**src/rtl/bin_to_bcd.sv**
```systemverilog
// Sequential double-dabble converter: 16-bit unsigned binary to four BCD digits.
// Values above 9999 saturate to 9999 and raise overflow.
module bin_to_bcd #(
  parameter int BIN_W  = 16,
  parameter int DIGITS = 4
) (
  input  logic             clk,
  input  logic             rst,
  input  logic             start,
  input  logic [BIN_W-1:0] bin_in,
  output logic             busy,
  output logic             done,
  output logic             overflow,
  output logic [3:0]       bcd_out [0:DIGITS-1]
);

  localparam int SCR_W = 4 * (DIGITS + 1);
  localparam int OUT_W = 4 * DIGITS;

  typedef enum logic [1:0] {
    S_IDLE,
    S_SHIFT,
    S_DONE
  } state_e;

  state_e             state_q, state_d;
  logic [3:0]         cnt_q, cnt_d;
  logic [BIN_W-1:0]   shift_q, shift_d;
  logic [SCR_W-1:0]   scr_q, scr_d;
  logic [OUT_W-1:0]   bcd_q, bcd_d;
  logic               ovf_q, ovf_d;
  logic               done_q, done_d;
  logic [SCR_W-1:0]   adj;

  always_comb begin
    adj = scr_q;
    for (int i = 0; i < DIGITS + 1; i++) begin
      if (scr_q[4*i +: 4] >= 4'd5)
        adj[4*i +: 4] = scr_q[4*i +: 4] + 4'd3;
    end
  end

  always_comb begin
    state_d = state_q;
    cnt_d   = cnt_q;
    shift_d = shift_q;
    scr_d   = scr_q;
    bcd_d   = bcd_q;
    ovf_d   = ovf_q;
    done_d  = 1'b0;
    unique case (state_q)
      S_IDLE: begin
        if (start) begin
          shift_d = bin_in;
          scr_d   = '0;
          cnt_d   = '0;
          state_d = S_SHIFT;
        end
      end
      S_SHIFT: begin
        {scr_d, shift_d} = {adj[SCR_W-2:0], shift_q, 1'b0};
        cnt_d = cnt_q + 4'd1;
        if (cnt_q == 4'd15)
          state_d = S_DONE;
      end
      S_DONE: begin
        // a nonzero ten-thousands digit is the only way to exceed 9999
        if (scr_q[SCR_W-1 -: 4] != 4'd0) begin
          bcd_d = {DIGITS{4'd9}};
          ovf_d = 1'b1;
        end else begin
          bcd_d = scr_q[OUT_W-1:0];
          ovf_d = 1'b0;
        end
        done_d  = 1'b1;
        state_d = S_IDLE;
      end
      default: state_d = S_IDLE;
    endcase
  end

  always_ff @(posedge clk) begin
    if (rst) begin
      state_q <= S_IDLE;
      cnt_q   <= '0;
      shift_q <= '0;
      scr_q   <= '0;
      bcd_q   <= '0;
      ovf_q   <= 1'b0;
      done_q  <= 1'b0;
    end else begin
      state_q <= state_d;
      cnt_q   <= cnt_d;
      shift_q <= shift_d;
      scr_q   <= scr_d;
      bcd_q   <= bcd_d;
      ovf_q   <= ovf_d;
      done_q  <= done_d;
    end
  end

  assign busy     = (state_q != S_IDLE);
  assign done     = done_q;
  assign overflow = ovf_q;

  always_comb begin
    for (int i = 0; i < DIGITS; i++)
      bcd_out[i] = bcd_q[4*(DIGITS-1-i) +: 4];
  end

endmodule

```
**config.mk**
```make
export PLATFORM = sky130hd
export DESIGN_NAME = bin_to_bcd
export DESIGN_NICKNAME = d
export VERILOG_FILES = /design/src/rtl/bin_to_bcd.sv
export SDC_FILE = /design/constraint.sdc
export NUM_CORES = 1
export LEC_CHECK = 0
export CAP_MARGIN = 25
export CORE_MARGIN = 2
export CORE_UTILIZATION = 40
export DETAILED_ROUTE_END_ITERATION = 6
export PLACE_DENSITY = 0.65
export SYNTH_ARGS = -nofsm -noshare
export SYNTH_HDL_FRONTEND = slang
export SYNTH_SLANG_ARGS = --single-unit
```
**constraint.sdc**
```tcl
create_clock -name clk -period 2.15 [get_ports clk]
set_input_delay 0.43 -clock clk [delete_from_list [all_inputs] [get_ports clk]]
set_output_delay 0.43 -clock clk [all_outputs]
set_load 0.01 [all_outputs]
```
# Yosys cells after proc, flatten, opt, wreduce, memory -nomap -nowiden
# Index checks and enable logic that the tools add are counted.
[totals]
ff_bits = 60
inputBits = 19
output_inout_bits = 19
elab_cells = 46
[op_classes]
n_addsub = 6
magnitude_cmp = 5
n_eq_ne = 5
mux = 17
n_reduce_logical = 6
[ops]
columns = ["operator", "n"]
rows = [
  ["$pmux W20 S2", 1],
  ["$mux W16", 2],
  ["$pmux W16 S2", 1],
  ["$ge A4 B3 Y1 const B", 5],
  ["$mux W20", 1],
  ["$mux W4", 5],
  ["$add A4 B2 Y4 const B", 4],
  ["$pmux W4 S2", 1],
  ["$add A4 B1 Y4 const B", 1],
  ["$eq A4 B4 Y1 const B", 1],
  ["$mux W2", 2],
  ["$ne A2 B2 Y1 const B", 2],
  ["$pmux W2 S2", 1],
  ["$reduce_and A2 Y1", 2],
  ["$reduce_bool A2 Y1", 2],
  ["$reduce_bool A4 Y1", 1],
  ["$add A3 B2 Y3 const B", 1],
  ["$mux W3", 1],
  ["$eq A2 B1 Y1 const B", 1],
  ["$eq A2 B2 Y1 const B", 1],
  ["$logic_not A2 Y1", 1],
  ["$mux W1", 2],
]

# Logic depth before layout (Yosys ltp)
[depth]
depth_word = 3
depth_mapped = 7
ltp_nobuf = 6

# Worst setup path after synthesis
# Ideal clock, no wire load.
[synth_path]
path_type = "register to register"
startpoint = "register state_q[1]"
endpoint = "register shift_q[14]"
setup_time_ns = 0.123
arrival_time_ns = 1.263
t_required_ns = 2.027
path_slack_ns = 0.764
stages_incl_launch_ff = 8
path_buffers = 3
period_less_slack_ns = 1.386
path_cell_list = "dfxtp_1 buf_6 o21ba_1 buf_6 nor2_4 buf_6 a222oi_1 inv_1"
[synth_via]
elab_chain_cells = 3
word_cells_on_any_way = 6
cone_classes = "eq/ne (2); mux (1); reduce/logical (3)"
[synth_lines]
columns = ["element", "line_no", "source"]
rows = [
  ["from (decl)", "26", "state_e state_q, state_d;"],
  ["from (signal assigned)", "92", "state_q <= state_d;"],
  ["$eq A2 B1 Y1 / $logic_not A2 Y1 (equally long branches)", "51", "unique case (state_q)"],
  ["$reduce_bool A2 Y1 (no source line) / $ne A2 B2 Y1 (equally long branches)", "-", ""],
  ["$reduce_and A2 Y1 (no source line)", "-", ""],
  ["to (signal assigned)", "94", "shift_q <= shift_d;"],
  ["to (decl)", "28", "logic [BIN_W-1:0] shift_q, shift_d;"],
]
# Parallel ways exist; a longest one is shown, timed or not.
# A chain may end at the register's enable or synchronous reset.

# Final worst setup path
[layout_path]
startpoint = "register state_q[0]"
endpoint = "output port busy"
[layout_via]
elab_chain_cells = 1
[layout_lines]
columns = ["element", "line_no", "source"]
rows = [
  ["$reduce_bool A2 Y1", "102", "assign busy = (state_q != S_IDLE);"],
  ["to (decl)", "11", "output logic busy,"],
]
# No other way between the ends.

==> out/results.ini <==
[run_status]
status=finished, final reports clean

[synthesis]
synth_area_leaders=dfxtp_1 (45%), nor2_1 (7.2%), ha_1 (5.6%)
synth_top_area_cell=dfxtp_1
syn-num-nets=343
ys.flop_type=dfxtp_1
synth_seq_cells=60
synth-seq-area-share_pct=44.5
synth_cell_type_count=38
synth_area_mm2=0.00270
synth-edff-count=0
syn_avg_cell_area_um2=8.64
synth_common_cells=dfxtp_1 (60), nor2_1 (52), a21oi_1 (24)
ys_warn_count=0
async_flop_share_pct=0
syn-instance-count=312
yosysTopAreaCellShare_pct=44.5
yosysMostFrequentCell=dfxtp_1

[floorplanning]
ios=38
rows=29
die_w_um=86.1
die_area_mm2=0.00741
start_util_pct=42.0
die_h_um=86.1
core_mm2=0.00642

[timing]
slew_headroom_pct=66.3
post-route-period-util_pct=90.9
min_period_ns=1.96
hold_viol_final=0
setup_viol=0
fin_hold_ws_ns=0.453
clock-skew-final_ns=0.00807
setup_tns_ns=0
maxSlewViolCount=0
worst_pin_slew_ns=0.505
fmax_mhz=511
rsz0062_at_grt=false

[power]
switchingPower_w=0.000532
switching_share_pct=23.8
p_int_w=0.00170
pwr-share-seq_pct=51.8
p_leak_nw=1.32
p_per_area_mw_per_mm2=674
vdd_drop_max_mv=0.306
comb_power_share_pct=8.5
clkPwrFrac_pct=39.8

[clock_network]
hold_buffers=0
cts_setup_buffers=0
clk_latency_ns=0.34
numCtsBuffers=9
tritoncts=done
clockBufferDepth=2
cts_sinks=60
cts.htree.levels=3
ctsResizeCount=0
clk_pin_slew_ns=0.06
cts_root_buffer=clkbuf_8

[routing]
vias=2271
drc_errors=0
ant_nets=0
vias_per_cell=5.22
firstDrtPassIters=4
routed_wl_mm=5.90
drtIter0Drc=131
routedWlPerCell_um=13.6

[setup_path]
crit_path_start_kind=flip-flop
crit_path_max_fanout=8
path_cells=nor2_1 -> inv_1 -> clkdlybuf4s50_1
slowest_delay_ns=0.54
r2r_end=bcd_out[11]$_SDFFE_PP0P_
cp-end-kind=primary output
setup.worst_path.class=flip-flop to primary output
path_buf_inv=2
timing.rr.start=scr_q[16]$_SDFFE_PP0P_
cp_data_required_time_ns=1.72
cpLargestDelayFamily=buffers and inverters
slowest_stage=clkdlybuf4s50_1
cp.arrival_ns=1.53
r2r_cells=6
regToRegSetupSlack_ns=0.46

[finish]
fin_area_mm2=0.00332
syn2layout_area_growth_pct=23.0
drive_gt1_share_pct=8.10
fin_nets=385
antenna_cells=0
final_cells=435
final_util_pct=51.6

[placed_design]
place_area_mm2=0.00315
dp_cells=420
gp_congestion=0.757
portBuffers=37
dpl.hpwl_mm=4.19

[global_route]
grt_pass1_wl_mm=10.3
grt-ovfl-total=0
grtUsageTotal_pct=17.8
antenna_found_initial=0
grt_start_max_net_pins=23
grt_pass1_vias=2235

[hold_path]
hold-path-endpoint=bcd_out[6]$_SDFFE_PP0P_
hp-class=flip-flop to flip-flop
hold_path.startpoint=bcd_out[6]$_SDFFE_PP0P_
hold_path_depth=2

[flow_run]
max_cap_viol_count=0

==> final cells by class <==
type,instances,area (um2)
tap,77,96.3
timing repair buffer,50,468
clock inverter,2,10.0
clock buffer,13,159
multi-input combinational,217,1320
inverter,16,60.1
sequential,60,1200
fill,614,3110
==> power groups by stage <==
stage	combinational [W]	clock (W)	sequential [W]
CTS	0.000190	0.000906	0.00116
floorplan	0.000122	0	0.00118
finish	0.000189	0.000889	0.00116
global route	0.000212	0.000964	0.00116
global placement	0.000186	0	0.00118
detailed placement	0.000189	0	0.00118
==> logic make-up after synthesis <==
kind of cell | count (synthesis) | synth area share, %
and+or+nand+nor | 119 | 20.3
AOI/OAI and AO/OA | 72 | 18.3
DFF | 60 | 44.5
buffers and inverters | 35 | 6.40
adders and majority gates | 12 | 5.57
xor gates and xnor gates | 8 | 2.60
muxes | 6 | 2.27
==> worst register-to-register path: cells and delay by family, from the launching register on <==
family / cells / cell delay (ns)
simple gates: 4 / 0.98
fa+ha+maj: 1 / 0.16
buf+inv: 1 / 0.13
flops: 1 / 0.31
==> stage by stage <==
step	worst slack, ns	total power, W
6_report	0.195	0.00224
3_5_place_dp	0.215	0.00137
4_1_cts	0.168	0.00225
2_1_floorplan	0.764	0.00130
5_1_grt	0.0965	0.00234
3_3_place_gp	0.258	0.00137
==> metal layers <==
| metal | wire length [um] | track usage, % | share of wire (%) |
|---|---|---|---|
| met1 | 2790 | 23.2 | 47 |
| met2 | 2810 | 28.1 | 48 |
| met3 | 200 | 3.66 | 3.4 |
| met4 | 97 | 8.66 | 1.6 |
| met5 | 0 | 0 | 0 |
==> registers in the layout (all words and copies together) (netlist names) <==
signal    flops
scr_q        20
overflow      1
shift_q      16
state_q       2
done          1
bcd_out      16
cnt_q         4
==> worst max path at each step <==
stage / end / start / depth (start not counted)
after CTS: busy / state_q[0]$_SDFFE_PP0P_ / 3
after detailed placement: shift_q[8]$_SDFFE_PP0P_ / start / 5
after global placement: scr_q[3]$_SDFFE_PP0P_ / start / 5
final: busy / state_q[0]$_SDFFE_PP0P_ / 3
after floorplan: shift_q[14]$_SDFFE_PP0P_ / state_q[1]$_SDFFE_PP0P_ / 7
after global routing: busy / state_q[0]$_SDFFE_PP0P_ / 3
==> layout by cell type (no fill, tap or decap), types with 6 or more instances in the layout <==
cell type,netlist,final
a21oi_1,24,24
a22o_1,8,8
buf_4,0,13
clkbuf_8,0,11
clkdlybuf4s50_1,0,37
dfxtp_1,60,60
ha_1,12,12
inv_1,16,16
nand2_1,23,23
nand2b_1,7,7
nor2_1,52,52
nor2b_1,9,9
nor3_1,17,17
o21ai_0,7,7
o22ai_1,6,6
Note: power is estimated with default switching activity, not from simulation.
